==> config.mk <==
export PLATFORM = sky130hd
export DESIGN_NAME = pipelined_addsub
export DESIGN_NICKNAME = d
export VERILOG_FILES = /design/src/rtl/pipelined_addsub.sv
export SDC_FILE = /design/constraint.sdc
export NUM_CORES = 1
export LEC_CHECK = 0
export ABC_AREA = 1
export ABC_CLOCK_PERIOD_IN_PS = 7000
export CAP_MARGIN = 20
export CORE_MARGIN = 2
export CORE_UTILIZATION = 45
export CTS_CLUSTER_DIAMETER = 50
export CTS_CLUSTER_SIZE = 12
export DETAILED_ROUTE_END_ITERATION = 12
export PLACE_DENSITY = 0.68
export SETUP_SLACK_MARGIN = 0.1
export SYNTH_ARGS = -nofsm -noshare
export SYNTH_HDL_FRONTEND = slang
export SYNTH_SLANG_ARGS = --single-unit
==> constraint.sdc <==
create_clock -name clk -period 7 [get_ports clk]
set_input_delay 1.4 -clock clk [delete_from_list [all_inputs] [get_ports clk]]
set_output_delay 1.4 -clock clk [all_outputs]
set_load 0.02 [all_outputs]
==> src/rtl/pipelined_addsub.sv <==
// -----------------------------------------------------------------------------
// pipelined_addsub
//
// Parametrised, pipelined ripple-carry adder/subtractor. The carry chain is cut
// into STAGES equal segments of SEG = WIDTH/STAGES bits, with one segment per
// register stage. Stage k computes result bits [k*SEG +: SEG] from the carry
// registered by stage k-1. The operands that have not yet been consumed travel
// down the pipe with the beat. Low sum slices that are already computed are
// carried forward unchanged. The last stage register drives the outputs
// directly.
//
// Subtraction uses b XOR {WIDTH{sub}} and cin XOR sub. This means cout=1 in
// subtract mode signals "no borrow".
//
// Flow control: one global advance enable, en = ~out_valid | out_ready. When
// en=0 the whole pipe freezes, bubbles included.
//
// Ports:
//   clk        clock, rising edge
//   rst        asynchronous active-high reset, empties the pipe
//   in_valid   operand beat present
//   in_ready   beat accepted this cycle (equals the advance enable)
//   a, b       operands, WIDTH bits
//   cin        carry-in (add) / borrow-in (sub)
//   sub        0 = add, 1 = subtract
//   out_valid  result present
//   out_ready  consumer accepts the result
//   sum        result, WIDTH bits (modulo 2^WIDTH)
//   cout       carry out of bit WIDTH-1
//   overflow   two's-complement overflow (carry into MSB ^ carry out of MSB)
// -----------------------------------------------------------------------------
module pipelined_addsub #(
    parameter int WIDTH  = 16,
    parameter int STAGES = 4
) (
    input  logic             clk,
    input  logic             rst,
    input  logic             in_valid,
    output logic             in_ready,
    input  logic [WIDTH-1:0] a,
    input  logic [WIDTH-1:0] b,
    input  logic             cin,
    input  logic             sub,
    output logic             out_valid,
    input  logic             out_ready,
    output logic [WIDTH-1:0] sum,
    output logic             cout,
    output logic             overflow
);

    localparam int SEG = WIDTH / STAGES;

    // Bit-level ripple over one segment.
    // Returns {carry into top bit, carry out, segment sum}.
    function automatic logic [SEG+1:0] ripple_seg(
        input logic [SEG-1:0] x_v,
        input logic [SEG-1:0] y_v,
        input logic           c_in_v
    );
        logic [SEG-1:0] s_v;
        logic           c_v;
        logic           c_top_v;
        s_v     = {SEG{1'b0}};
        c_v     = c_in_v;
        c_top_v = c_in_v;
        for (int i = 0; i < SEG; i++) begin
            s_v[i]  = x_v[i] ^ y_v[i] ^ c_v;
            c_top_v = c_v;
            c_v     = (x_v[i] & y_v[i]) | (c_v & (x_v[i] ^ y_v[i]));
        end
        return {c_top_v, c_v, s_v};
    endfunction

    // Pipeline registers, one entry per stage.
    logic [STAGES-1:0]            valid_r;
    logic [STAGES-1:0]            carry_r;
    logic [STAGES-1:0][WIDTH-1:0] opa_r;
    logic [STAGES-1:0][WIDTH-1:0] opb_r;
    logic [STAGES-1:0][WIDTH-1:0] sum_r;
    logic                         ovf_r;

    // Chains: index k is the input of stage k. Index 0 is the incoming beat
    // (with b and the carry already conditioned for subtract). Index k>0 is
    // the register of stage k-1.
    logic [STAGES:0]              valid_chain_s;
    logic [STAGES:0]              carry_chain_s;
    logic [STAGES:0][WIDTH-1:0]   opa_chain_s;
    logic [STAGES:0][WIDTH-1:0]   opb_chain_s;
    logic [STAGES:0][WIDTH-1:0]   sum_chain_s;

    logic [STAGES-1:0]            nxt_valid_s;
    logic [STAGES-1:0]            nxt_carry_s;
    logic [STAGES-1:0][WIDTH-1:0] nxt_opa_s;
    logic [STAGES-1:0][WIDTH-1:0] nxt_opb_s;
    logic [STAGES-1:0][WIDTH-1:0] nxt_sum_s;
    logic                         nxt_ovf_s;
    logic [SEG+1:0]               rip_s;
    logic                         en_s;

    assign en_s     = ~valid_r[STAGES-1] | out_ready;
    assign in_ready = en_s;

    assign valid_chain_s = {valid_r, in_valid};
    assign carry_chain_s = {carry_r, cin ^ sub};
    assign opa_chain_s   = {opa_r, a};
    assign opb_chain_s   = {opb_r, b ^ {WIDTH{sub}}};
    assign sum_chain_s   = {sum_r, {WIDTH{1'b0}}};

    // Per-stage segment arithmetic and next-state for every stage register.
    always_comb begin
        nxt_valid_s = {STAGES{1'b0}};
        nxt_carry_s = {STAGES{1'b0}};
        nxt_opa_s   = {(STAGES*WIDTH){1'b0}};
        nxt_opb_s   = {(STAGES*WIDTH){1'b0}};
        nxt_sum_s   = {(STAGES*WIDTH){1'b0}};
        nxt_ovf_s   = 1'b0;
        rip_s       = {(SEG+2){1'b0}};
        for (int k = 0; k < STAGES; k++) begin
            rip_s = ripple_seg(opa_chain_s[k][k*SEG +: SEG],
                               opb_chain_s[k][k*SEG +: SEG],
                               carry_chain_s[k]);
            nxt_valid_s[k]              = valid_chain_s[k];
            nxt_opa_s[k]                = opa_chain_s[k];
            nxt_opb_s[k]                = opb_chain_s[k];
            nxt_sum_s[k]                = sum_chain_s[k];
            nxt_sum_s[k][k*SEG +: SEG]  = rip_s[SEG-1:0];
            nxt_carry_s[k]              = rip_s[SEG];
            // The final iteration covers the MSB, so its value is what is kept.
            nxt_ovf_s                   = rip_s[SEG+1] ^ rip_s[SEG];
        end
    end

    // Stage registers: the whole pipe shifts on en and holds otherwise.
    always_ff @(posedge clk or posedge rst) begin
        if (rst) begin
            valid_r <= {STAGES{1'b0}};
            carry_r <= {STAGES{1'b0}};
            opa_r   <= {(STAGES*WIDTH){1'b0}};
            opb_r   <= {(STAGES*WIDTH){1'b0}};
            sum_r   <= {(STAGES*WIDTH){1'b0}};
            ovf_r   <= 1'b0;
        end else if (en_s) begin
            valid_r <= nxt_valid_s;
            carry_r <= nxt_carry_s;
            opa_r   <= nxt_opa_s;
            opb_r   <= nxt_opb_s;
            sum_r   <= nxt_sum_s;
            ovf_r   <= nxt_ovf_s;
        end
    end

    assign out_valid = valid_r[STAGES-1];
    assign sum       = sum_r[STAGES-1];
    assign cout      = carry_r[STAGES-1];
    assign overflow  = ovf_r;

endmodule

# == Word level (Yosys, flattened, before mapping) ==
# Cells that the tools add are included.
# classes
bitwise_logic,85
# op_table
cell,count
$xor 1x1->1,34
$and 1x1->1,32
$or 1x1->1,17
$xor 16x16->16,1
$not 1->1,1
# totals
inputBits,38
word_cells,98
output_inout_bits,20
register_bits,145

# == Depth between registers and ports, before layout ==
# Gate-level depths: netlist of the first run.
# logic_depth
depth_word,10
depth_mapped,11
depth_no_buf,11

# == Least setup slack after synthesis of the first run ==
# No wires, ideal clock.
# synth_timing
path_kind,input to register
from,input port sub
to,register sum_r (netlist bit nxt_sum_s[19])
n_path_buf,2
path_stages,11
arrival_ns,3.491
setup_slack_ns,3.392
setup_ns,0.116
cell_sequence,buf_2 buf_2 xor2_1 fa_1 inv_1 fa_1 fa_1 inv_1 fa_1 nand2_1 nand2_1
# synth_lines
item,line,source
from (decl),43,"input logic sub,"
to (signal assigned),140,sum_r <= {(STAGES*WIDTH){1'b0}};
to (signal assigned),147,sum_r <= nxt_sum_s;
to (decl),79,logic [STAGES-1:0][WIDTH-1:0] sum_r;

# == Worst setup path after layout of the first run ==
# layout_timing
from,input port out_ready
to,output port in_ready
# layout_via
elab_chain_len,1
# layout_rtl
item,line,source
from (decl),45,"input logic out_ready,"
$or 1x1->1,100,assign en_s = ~valid_r[STAGES-1] | out_ready;
to (decl),39,"output logic in_ready,"
# No other way between the ends.

==> results of run 1 <==
## Yosys cell counts
cell | instances | area share (%)
nand2_1 | 216 | 19
dfrtp_1 | 97 | 57
inv_1 | 52 | 4.6
o21ai_0 | 43 | 5.1
buf_2 | 16 | 1.9
fa_1 | 16 | 7.6
nand3_1 | 13 | 1.5
buf_4 | 3 | 0.53
clkbuf_1 | 3 | 0.27
xor2_1 | 3 | 0.62
xnor2_1 | 2 | 0.41
buf_6 | 1 | 0.27
inv_2 | 1 | 0.089
nand2_2 | 1 | 0.15
nor2_4 | 1 | 0.27
## cell usage in the layout, fill, tap and decap left out, drive strengths merged
| cell type | Yosys | final |
|---|---|---|
| nand3 | 13 | 13 |
| fa | 16 | 16 |
| clkdlybuf4s50 | 0 | 57 |
| clkinv | 0 | 2 |
| dfrtp | 97 | 97 |
| inv | 53 | 54 |
| bufinv | 0 | 2 |
| clkinvlp | 0 | 1 |
| clkbuf | 3 | 10 |
| xor2 | 3 | 3 |
| o21ai | 43 | 43 |
| xnor2 | 2 | 2 |
| nor2 | 1 | 1 |
| nand2 | 217 | 217 |
| buf | 20 | 3 |
## registers in the layout, indices dropped and copies added, names as in the netlist
signal,cells
carry_r,4
nxt_opa_s,24
nxt_opb_s,24
nxt_sum_s,24
overflow,1
sum,16
valid_r,4
## through the flow
step | utilization (%) | setup WS (ns) | total power [uW]
after floorplan | - | 3.07 | 1440
after global placement | 52.8 | 2.75 | 1660
after detailed placement | 52.8 | 2.66 | 1700
after CTS | 55.3 | 2.90 | 2110
after global routing | 55.3 | 2.85 | 2270
final | 55.3 | 2.91 | 2080
## worst paths after layout
kind	start	endpoint	slack, ns	depth (start not counted)
setup / recovery	out_ready	in_ready	2.91	4
hold / removal	valid_r[2]$_DFFE_PP0P_	valid_r[3]$_DFFE_PP0P_	0.45	2
setup reg to reg	carry_r[2]$_DFFE_PP0P_	sum[15]$_DFFE_PP0P_	4.72	8
hold reg to reg	valid_r[2]$_DFFE_PP0P_	valid_r[3]$_DFFE_PP0P_	0.45	2
max in group asynchronous	rst	nxt_opb_s[40]$_DFFE_PP0P_	4.50	3
min in group asynchronous	rst	overflow$_DFFE_PP0P_	1.46	2
## per-layer routing
layer	up-vias	routed length [um]	global-route usage, %
met5	-	0	0
met4	0	100	5.69
met2	44	3430	25.9
met3	7	231	2.98
met1	1367	3510	22.1
li1	1495	-	-
## tightest hold or removal path, cell delays in order, from the launching register on
cell and delay (ns):
dfrtp_1 0.33, inv_1 0.04, nand2_1 0.05
## area by class of cell
class,count,area share (%)
multi-input combinational,295,29.1
clock inverter,6,1.78
sequential,97,48.0
inverter,53,3.98
tap,111,2.74
timing repair buffer,60,11.7
clock buffer,10,2.72
## kinds of logic (layout without fill, tap and decap cells)
logic type,after synthesis,in the layout,synth area share [%]
AO/OA/AOI/OAI,43,43,5.09
XOR/XNOR,5,5,1.04
adder cells (fa/ha/maj),16,16,7.58
buffers and inverters,76,129,7.67
flip-flops,97,97,57.5
AND/OR/NAND/NOR,231,231,21.1
## power groups by stage
stage / Clock, uW / Combinational [uW] / Sequential, uW
after global placement: 0 / 729 / 934
after global routing: 437 / 871 / 963
after floorplan: 0 / 458 / 984
after detailed placement: 0 / 757 / 942
final: 402 / 745 / 930
after CTS: 413 / 762 / 932
==> flow_metrics.py, run 1 <==
metrics = {
    "outcome": {
        "outcome": "finished, final reports clean",
    },
    "floorplan": {
        "start_util_pct": 46.2,
        "io_pins": 58,
        "core_mm2": 0.00915,
        "row_count": 35,
        "dieArea_mm2": 0.0102,
        "die_h_um": 101,
        "die_w_um": 101,
    },
    "setup_path": {
        "max_stage_delay_ns": 0.62,
        "startpoint_type": "primary input",
        "slowest_stage": "clkdlybuf4s50_1",
        "required_ns": 5.60,
        "critPathTopFamily": "buffers and inverters",
        "path_class": "primary input to primary output",
        "crit_path_end_kind": "primary output",
        "worst_ep_arrival_time_ns": 2.69,
        "cp_max_fo": 2,
        "crit_chain": "clkdlybuf4s50_1, inv_1, nand2_2, clkdlybuf4s50_1",
        "critical_path.most_common_cell": "clkdlybuf4s50_1",
        "crit_buf_inv": 3,
    },
    "synth": {
        "postSynthAreaPerCell_um2": 9.03,
        "netlist_area_mm2": 0.00422,
        "synth_cell_types": 15,
        "ys_ff_latch": 97,
        "mappedNetlistNets": 522,
        "yosysSeqAreaShare_pct": 57.5,
        "syn-instance-count": 468,
        "ys_warn_count": 0,
    },
    "finish": {
        "finalNonFillerCells": 632,
        "n_fill_cell": 868,
        "area_delta_synth_final_pct": 19.8,
        "stdcell_area_mm2": 0.00506,
        "nets": 570,
        "drive_above_1_share_pct": 4.41,
        "antenna_cells": 0,
        "ff_latch_area_mm2": 0.00243,
        "multi_input_area_mm2": 0.00147,
    },
    "sta": {
        "tightest_slew_ns": 0.879,
        "relSlewSlack_pct": 41.4,
        "whs_ns": 0.452,
        "fin_crit_sh_pct": 58.4,
        "period_needed_ns": 4.09,
        "setup_tns_ns": 0,
        "hold_violations": 0,
        "setup_violations": 0,
        "finalMaxSlewViolations": 0,
        "rsz0062_at_grt": "no",
        "fin_skew_ns": 0.0113,
        "fmax_mhz": 244,
    },
    "placement": {
        "placed_cells": 616,
        "place_hpwl_um": 4710,
        "gp_congestion": 0.717,
        "dpl-instance-area_mm2": 0.00483,
        "numPortBuffers": 57,
    },
    "power_and_ir_drop": {
        "max-vdd-ir-drop_mv": 0.157,
        "sw_frac_of_total_pct": 35.9,
        "pwr-share-comb_pct": 35.9,
        "p_per_area_mw_per_mm2": 410,
        "power.switching_uw": 746,
        "clkPwrFrac_pct": 19.4,
        "pwr-share-seq_pct": 44.8,
        "p_leak_uw": 0.00258,
        "p_int_uw": 1330,
    },
    "routing": {
        "wl_um": 7270,
        "via_count": 2913,
        "drtIter0Drc": 119,
        "vias_per_cell": 4.61,
        "dr.pass1.iters": 4,
        "wire_per_inst_um": 11.5,
        "route.detailed.drc": 0,
        "ant_nets": 0,
    },
    "global_routing": {
        "track_usage_pct": 16.1,
        "antenna_found_initial": 0,
        "grt_pass1_vias": 2837,
        "grt_pass1_wl_um": 12900,
        "grt-ovfl-total": 0,
        "grt_max_degree": 99,
    },
    "clock_network": {
        "cts-resized-gates": 0,
        "hold_buffers": 0,
        "cts_sinks": 97,
        "cts_tree": "yes",
        "htree_num_levels": 3,
        "cts_root_buf": "clkbuf_8",
        "cts_buffers": 9,
        "worstSkewPairLatency_ns": 0.35,
        "path_clk_slew_ns": 0.08,
        "postCtsSetupBuffers": 0,
        "clock_path_buffers": 2,
    },
    "hold_path": {
        "hp-class": "flip-flop to flip-flop",
    },
    "job": {
        "maxCapViolCount": 0,
    },
}
No activity file was read; power rests on OpenSTA's default activity.
==> run 2, diff against run 1 <==
Settings changed: ABC_CLOCK_PERIOD_IN_PS 7000 to 4250.
Clock period 7 ns to 4.25 ns, I/O delays scaled along.
==> flow_metrics.py, run 2 (synthesis results as in run 1) <==
metrics = {
    "outcome": {
        "outcome": "finished, final reports clean",
    },
    "floorplan": {
        "io_pins": 58,
        "row_count": 35,
        "start_util_pct": 46.2,
        "dieArea_mm2": 0.0102,
        "die_h_um": 101,
        "die_w_um": 101,
        "core_mm2": 0.00915,
    },
    "global_routing": {
        "grt_pass1_vias": 2905,
        "grt_max_degree": 99,
        "track_usage_pct": 15.7,
        "antenna_found_initial": 0,
        "grt_pass1_wl_um": 12800,
        "grt-ovfl-total": 0,
    },
    "setup_path": {
        "required_ns": 4.50,
        "critical_path.most_common_cell": "fa_1",
        "max_stage_delay_ns": 0.63,
        "r2r-start": "carry_r[2]$_DFFE_PP0P_",
        "startpoint_type": "primary input",
        "path_class": "primary input to flip-flop",
        "slowest_stage": "clkdlybuf4s50_1",
        "worst_ep_arrival_time_ns": 3.33,
        "crit_path_end_kind": "flip-flop",
        "crit_chain": "clkdlybuf4s50_1, xor2_1, fa_1, inv_1, fa_1, fa_1, inv_1, fa_1, nand2_1, nand2_1",
        "crit_start": "sub",
        "cp_max_fo": 4,
    },
    "routing": {
        "drtIter0Drc": 186,
        "wire_per_inst_um": 11.2,
        "dr.pass1.iters": 4,
        "via_count": 2930,
        "wl_um": 7120,
        "route.detailed.drc": 0,
        "vias_per_cell": 4.62,
        "ant_nets": 0,
    },
    "finish": {
        "nets": 572,
        "final_cell_mix": "nand2_1, dfrtp_1, clkdlybuf4s50_1",
        "antenna_cells": 0,
        "stdcell_area_mm2": 0.00509,
        "drive_above_1_share_pct": 4.78,
        "multi_input_area_mm2": 0.00147,
        "layout_commonest_cell": "nand2_1",
        "finalNonFillerCells": 634,
        "ff_latch_area_mm2": 0.00243,
        "n_fill_cell": 850,
        "area_delta_synth_final_pct": 20.4,
    },
    "clock_network": {
        "cts_root_buf": "clkbuf_8",
        "hold_buffers": 0,
        "path_clk_slew_ns": 0.09,
        "worstSkewPairLatency_ns": 0.35,
        "cts_sinks": 97,
        "clock_path_buffers": 2,
        "postCtsSetupBuffers": 0,
        "cts_tree": "yes",
        "cts-resized-gates": 0,
        "cts_buffers": 9,
        "htree_num_levels": 3,
    },
    "job": {
        "maxCapViolCount": 0,
    },
    "sta": {
        "fmax_mhz": 324,
        "rsz0062_at_grt": "no",
        "period_needed_ns": 3.08,
        "finalMaxSlewViolations": 0,
        "fin_crit_sh_pct": 72.5,
        "hold_violations": 0,
        "tightest_slew_ns": 0.903,
        "fin_ws_ns": 1.17,
        "setup_violations": 0,
        "fin_skew_ns": 0.0111,
        "relSlewSlack_pct": 39.7,
        "setup_tns_ns": 0,
    },
    "placement": {
        "numPortBuffers": 57,
        "gp_congestion": 0.753,
        "placed_cells": 618,
        "dpl-instance-area_mm2": 0.00486,
        "place_hpwl_um": 4760,
        "dp_slack_ns": 0.778,
    },
    "power_and_ir_drop": {
        "p_per_area_mw_per_mm2": 671,
        "p_leak_uw": 0.00259,
        "total_power_uw": 3410,
        "max-vdd-ir-drop_mv": 0.240,
    },
    "hold_path": {
        "hp-class": "flip-flop to flip-flop",
        "hold_path_startpoint": "valid_r[2]$_DFFE_PP0P_",
    },
}
-- run 2: layout make-up --
cell class,count,share of cell area [%]
multi-input cells,295,28.9
well taps,111,2.73
inverters,53,3.96
clock inverters,6,1.75
flip-flops and latches,97,47.7
clock buffers,10,2.71
repair buffers,62,12.2
-- run 2: where the power goes --
part / total [uW] / switching [uW] / internal, uW
clock: 656 / 307 / 349
sequential: 1530 / 199 / 1330
combinational: 1230 / 714 / 516
total: 3410 / 1220 / 2200
-- run 2: worst paths after layout --
path	end	slack, ns	depth (start not counted)
setup / recovery	nxt_sum_s[19]$_DFFE_PP0P_	1.17	10
hold / removal	valid_r[3]$_DFFE_PP0P_	0.46	2
setup reg to reg	sum[15]$_DFFE_PP0P_	1.97	8
hold reg to reg	valid_r[3]$_DFFE_PP0P_	0.46	2
max in group asynchronous	nxt_sum_s[53]$_DFFE_PP0P_	2.51	3
min in group asynchronous	carry_r[3]$_DFFE_PP0P_	0.99	2
-- run 2: layer usage --
| layer | GRT usage (%) | vias to the layer above | routed length, um |
|---|---|---|---|
| met4 | 5.06 | 0 | 88 |
| met2 | 25.7 | 53 | 3280 |
| met1 | 21.5 | 1372 | 3490 |
| met3 | 2.57 | 9 | 256 |
| li1 | - | 1496 | - |
| met5 | 0 | - | 0 |
-- run 2: stage by stage --
step | hold WS (ns) | util [%]
2_1_floorplan | 0.420 | -
3_3_place_gp | 0.431 | 53.1
3_5_place_dp | 0.440 | 53.1
4_1_cts | 0.461 | 55.6
5_1_grt | 0.497 | 55.6
6_report | 0.458 | 55.6
-- run 2: critical path, delay by kind of cell --
kind,cells,cell delay [ns]
xor gates and xnor gates,1,0.24
adders and majority gates,4,1.35
buffers and inverters,3,0.75
and+or+nand+nor,2,0.14
